$ cat config.mk
export PLATFORM = sky130hd
export DESIGN_NAME = regfile_mp
export DESIGN_NICKNAME = d
export VERILOG_FILES = /design/src/rtl/regfile_mp.sv
export SDC_FILE = /design/constraint.sdc
export NUM_CORES = 2
export LEC_CHECK = 0
export CAP_MARGIN = 20
export CELL_PAD_IN_SITES_DETAIL_PLACEMENT = 0
export CELL_PAD_IN_SITES_GLOBAL_PLACEMENT = 1
export CORE_ASPECT_RATIO = 1.75
export CORE_MARGIN = 2
export CORE_UTILIZATION = 47
export CTS_CLUSTER_SIZE = 16
export DETAILED_ROUTE_END_ITERATION = 8
export PLACE_DENSITY = 0.72
export REMOVE_ABC_BUFFERS = 1
export SLEW_MARGIN = 20
export SYNTH_ARGS = -nofsm -noshare
export SYNTH_HDL_FRONTEND = slang
export SYNTH_SLANG_ARGS = --single-unit
export TNS_END_PERCENT = 5
$ cat constraint.sdc
create_clock -name clk -period 7 [get_ports clk]
set_input_delay 0.7 -clock clk [delete_from_list [all_inputs] [get_ports clk]]
set_output_delay 0.7 -clock clk [all_outputs]
set_load 0.05 [all_outputs]
$ cat src/rtl/regfile_mp.sv
// Multi-port integer register file: two combinational read ports, dual retire
// write ports, per-register pending scoreboard, and a post-reset clear sweep.
module regfile_mp #(
   parameter int XLEN   = 32,
   parameter int AW     = 5,
   parameter int BYPASS = 1,
   parameter int DBG_AW = 7
) (
   input  logic              clk,
   input  logic              rst_n,
   input  logic [AW-1:0]     rs1_addr,
   input  logic [AW-1:0]     rs2_addr,
   output logic [XLEN-1:0]   rs1_data,
   output logic [XLEN-1:0]   rs2_data,
   output logic              rs1_busy,
   output logic              rs2_busy,
   input  logic              we0,
   input  logic              we1,
   input  logic [AW-1:0]     wa0,
   input  logic [AW-1:0]     wa1,
   input  logic [XLEN-1:0]   wd0,
   input  logic [XLEN-1:0]   wd1,
   input  logic              iss_valid,
   input  logic [AW-1:0]     iss_rd,
   input  logic [DBG_AW-1:0] debug_addr,
   output logic [XLEN-1:0]   debug_data,
   output logic              init_done
);

   localparam int NREG = 1 << AW;

   logic [XLEN-1:0] mem_q [NREG];
   logic [NREG-1:0] pending_q, pending_d;
   logic [AW-1:0]   cnt_q, cnt_d;
   logic            initDone_q, initDone_d;

   logic wq0, wq1, issQual, dbgOutOfRange;

   // A write or issue only counts once the sweep is finished and reset is not
   // being applied at this edge; entry 0 is never a real destination.
   assign wq0     = rst_n && initDone_q && we0 && (wa0 != '0);
   assign wq1     = rst_n && initDone_q && we1 && (wa1 != '0);
   assign issQual = rst_n && initDone_q && iss_valid && (iss_rd != '0);

   assign init_done = initDone_q;

   // Array has no reset so it can map onto distributed RAM; the sweep clears it.
   always_ff @(posedge clk) begin
      if (rst_n) begin
         if (!initDone_q) begin
            mem_q[cnt_q] <= '0;
         end else begin
            if (wq0 && !(wq1 && (wa1 == wa0))) begin
               mem_q[wa0] <= wd0;
            end
            if (wq1) begin
               mem_q[wa1] <= wd1;
            end
         end
      end
   end

   always_comb begin
      cnt_d      = cnt_q;
      initDone_d = initDone_q;
      if (!initDone_q) begin
         if (cnt_q == AW'(NREG - 1)) begin
            initDone_d = 1'b1;
         end else begin
            cnt_d = cnt_q + AW'(1);
         end
      end
   end

   // Issue sets after retire clears so a same-address collision stays pending.
   always_comb begin
      pending_d = pending_q;
      if (wq0) begin
         pending_d[wa0] = 1'b0;
      end
      if (wq1) begin
         pending_d[wa1] = 1'b0;
      end
      if (issQual) begin
         pending_d[iss_rd] = 1'b1;
      end
      pending_d[0] = 1'b0;
   end

   always_ff @(posedge clk) begin
      if (!rst_n) begin
         pending_q  <= '0;
         cnt_q      <= AW'(1);
         initDone_q <= 1'b0;
      end else begin
         pending_q  <= pending_d;
         cnt_q      <= cnt_d;
         initDone_q <= initDone_d;
      end
   end

   function automatic logic [XLEN:0] readPort(input logic [AW-1:0] a);
      logic [XLEN:0] r;
      r = '0;
      if (initDone_q && (a != '0)) begin
         if ((BYPASS != 0) && wq1 && (wa1 == a)) begin
            r = {1'b0, wd1};
         end else if ((BYPASS != 0) && wq0 && (wa0 == a)) begin
            r = {1'b0, wd0};
         end else begin
            r = {pending_q[a], mem_q[a]};
         end
      end
      return r;
   endfunction

   always_comb begin
      {rs1_busy, rs1_data} = readPort(rs1_addr);
      {rs2_busy, rs2_data} = readPort(rs2_addr);
   end

   generate
      if (DBG_AW > AW) begin : gDbgWide
         assign dbgOutOfRange = |debug_addr[DBG_AW-1:AW];
      end else begin : gDbgNarrow
         assign dbgOutOfRange = 1'b0;
      end
   endgenerate

   always_comb begin
      debug_data = '0;
      if (initDone_q && !dbgOutOfRange && (debug_addr[AW-1:0] != '0)) begin
         debug_data = mem_q[debug_addr[AW-1:0]];
      end
   end

endmodule
==> results.toml <==
[floorplan]
initial_utilization = 0.473
die-width_um = 296
floorplan.die.height_um = 516
design.portCount = 200
die-area_um2 = 153000
core_ar_um2 = 149000
rows = 187

[synth]
synth.lib_cells_used.distinct = 69
synth_enable_flop_cells = 1024
yosys.area_share.xor_xnor = 0.00349
synth.ff_latch_count = 1061
yosys.area.top_type_share = 0.437
synthArstFlopShare = 0
synth.cell_area_um2 = 70300
syn-instance-count = 6281
muxShareOfSynthArea = 0.282
synth_largest_area_cell = "sky130_fd_sc_hd__edfxtp_1"
synth_adder_area_share = 0.000356
synth_simple_gate_area_share = 0.0879
synth_compound_gate_area_share = 0.124
yosys_warnings = 0
dominantRegCellSynth = "sky130_fd_sc_hd__edfxtp_1"
synth_top_family_by_area = "multiplexers"
synth_top_cells_by_area = "sky130_fd_sc_hd__edfxtp_1, sky130_fd_sc_hd__mux4_2, sky130_fd_sc_hd__mux2i_1"
avgSynthCellArea_um2 = 11.2
yosysSeqAreaShare = 0.448

[sta]
timing_worst_slew_pin_value_ps = 1260
setup_repair_after_global_routing_missed_its_margin = "false"
finalMaxSlewViolations = 0
finalHoldViolCount = 0
max_freq_mhz = 161
hold_slack_ps = 489
finalCritPeriodShare = 0.886
setup_total_negative_slack_ps = 0
fin_crit_ps = 6200
clock_skews_ps = 24.1
timing.final.setup_violations = 0
worst_rel_slew_slack = 0.162

[critical_path]
critPathCaptureType = "primary output"
regToRegSetupSlack_ps = 2340
reg2reg_from = "init_done"
capturing_point_of_the_worst_reg2reg_path = "mem_q[2][20]"
endpoint = "rs2_data[10]"
critPathLaunchType = "input pin"
timing.critical_path.arrival_ps = 5500
worst-path-max-fanout = 17
critPathRequiredTime_ps = 6300
worst_setup_path_startpoint = "wa1[2]"
reg2regPathDepth = 7
worst-setup-path-type = "in -> out"

[pwr]
combinationalPowerShare = 0.108
sequential_power_share = 0.476
power.internal_uw = 10900
p_switching_uw = 3670
switching_share = 0.251
power.share.clock = 0.416
p_per_area_nw_per_um2 = 188
leakagePower_uw = 0.0250
vdd_ir_drop_max_mv = 0.203

[clock_tree]
cts-hold-fix-buffers = 0
cell_at_the_root_of_the_clock_tree = "sky130_fd_sc_hd__clkbuf_16"
insertion_delay_ps = 750
path_clk_slew_ps = 60
clockBufferDepth = 3
clock_tree_from_tritoncts = "yes"
cts_buffers = 105
post_cts_buffers = 0
ctsHtreeMaxLevel = 3
post_cts.resized_instances = 0
cts.sinks = 1061

[grt]
number_of_antenna_violations_at_the_first_check_in_global_routing = 13
globalRouteTotalUtil = 0.378
grt_max_degree = 89
use_met1 = 0.438
grt_remaining_overflow = 0
met3_usage = 0.0957
grt_first_pass_wirelength_mm = 405
grt_pass1_vias = 55500
use_met2 = 0.604
grt-busiest-layer = "met2"

[route]
antenna_left = 0
number_of_design_rule_violations_left_after_detail_routing = 0
post_detailed_route_via_to_cell_ratio = 6.92
drt-total-wl_mm = 289
drt_iter0_drc = 6983
dr.pass1.iters = 6
route.detailed.wl_per_inst_um = 35.7
route.vias.total = 56000

[cells_and_area]
fin_nets = 6113
commonest_non_fill_non_tap_cell_in_the_layout = "sky130_fd_sc_hd__o21ai_0"
commonest_cells_after_routing_fill_and_taps_aside = "sky130_fd_sc_hd__o21ai_0, sky130_fd_sc_hd__nand2_1, sky130_fd_sc_hd__edfxtp_1, sky130_fd_sc_hd__mux2i_1, sky130_fd_sc_hd__mux4_2"
area_growth_pct = 10.7
proportion_of_layout_cells_with_a_drive_suffix_above_1 = 0.181

[placement]
dpl.hpwl_mm = 175
routabilityCongestion = 0.969
count_of_input_and_output_buffers = 199

[flow_run]
timing.max_cap.violations = 0

[outcome]
run_status = "finished clean"

[min_path]
hold_path.class = "reg -> reg"
==> kinds of logic (layout without fill, tap and decap cells) <==
| logic type | count (synthesis) | after routing |
|---|---|---|
| adders and majority gates | 2 | 2 |
| other | 0 | 8 |
| DFF | 1061 | 1061 |
| muxes | 1232 | 1232 |
| buffers and inverters | 891 | 709 |
| xor gates and xnor gates | 28 | 28 |
| and+or+nand+nor | 1449 | 1449 |
| AOI/OAI and AO/OA | 1618 | 1618 |
==> routing by layer <==
| metal | share of wire | up-vias |
|---|---|---|
| met5 | 0.00050 | - |
| met3 | 0.11 | 1259 |
| met4 | 0.091 | 20 |
| met2 | 0.47 | 3898 |
| li1 | - | 23400 |
| met1 | 0.33 | 27400 |
==> cell type report <==
| type | count | area, um2 |
|---|---|---|
| antenna | 8 | 20.0 |
| timing repair buffer | 410 | 4040 |
| fill | 12700 | 70700 |
| multi-input combinational | 4329 | 35900 |
| sequential | 1061 | 31500 |
| tap | 1984 | 2480 |
| clock inverter | 68 | 772 |
| clock buffer | 128 | 2790 |
| inverter | 103 | 387 |
==> synthesized netlist by cell type, types with 44 or more instances <==
cell type,number
sky130_fd_sc_hd__edfxtp_1,1024
sky130_fd_sc_hd__nor2_1,103
sky130_fd_sc_hd__mux2i_1,630
sky130_fd_sc_hd__o21ai_1,58
sky130_fd_sc_hd__a21oi_1,52
sky130_fd_sc_hd__mux4_2,600
sky130_fd_sc_hd__buf_2,116
sky130_fd_sc_hd__inv_1,103
sky130_fd_sc_hd__clkbuf_2,44
sky130_fd_sc_hd__clkbuf_1,513
sky130_fd_sc_hd__o22ai_1,311
sky130_fd_sc_hd__nor4_1,69
sky130_fd_sc_hd__o21ai_0,1132
sky130_fd_sc_hd__nand2_1,1126
sky130_fd_sc_hd__buf_1,77
==> registers in the layout, summed over array words and instances, names as in the netlist <==
signal,flops
init_done,1
pending_q,31
cnt_q,5
mem_q,1024
==> how the worst min path moves through the flow <==
stage                  startpoint  cells after the start            end
CTS                 pending_q[12]                      2  pending_q[12]
global placement    pending_q[12]                      2  pending_q[12]
floorplan           pending_q[12]                      2  pending_q[12]
global route        pending_q[12]                      2  pending_q[12]
detailed placement  pending_q[12]                      2  pending_q[12]
finish              pending_q[12]                      2  pending_q[12]
==> worst max-delay path, cell delays in order <==
cell and delay [ps]:
sky130_fd_sc_hd__clkdlybuf4s50_1 590, sky130_fd_sc_hd__or3_1 760, sky130_fd_sc_hd__o31ai_4 490, sky130_fd_sc_hd__nor4_4 120, sky130_fd_sc_hd__nor2_4 920, sky130_fd_sc_hd__buf_4 390, sky130_fd_sc_hd__o21ai_0 150, sky130_fd_sc_hd__o21ai_0 420
sky130_fd_sc_hd__clkdlybuf4s50_1 900
==> through the flow <==
stage	area [um2]	power [uW]	util	worst slack, ps	std cells
after floorplan	66900	7750	-	2020	5493
after global placement	74200	8610	0.500	980	7883
after detailed placement	74200	8630	0.500	918	7885
after CTS	77800	14600	0.524	925	8081
after global routing	77800	14900	0.524	725	8085
final	77900	14600	0.524	801	8091
==> power groups by stage <==
stage	Sequential, uW	Combinational [uW]	Clock [uW]
floorplan	7080	670	0
global placement	7090	1530	0
detailed placement	7090	1540	0
CTS	6950	1540	6080
global route	6960	1620	6290
finish	6950	1570	6080
(Power assumes the default switching activity.)
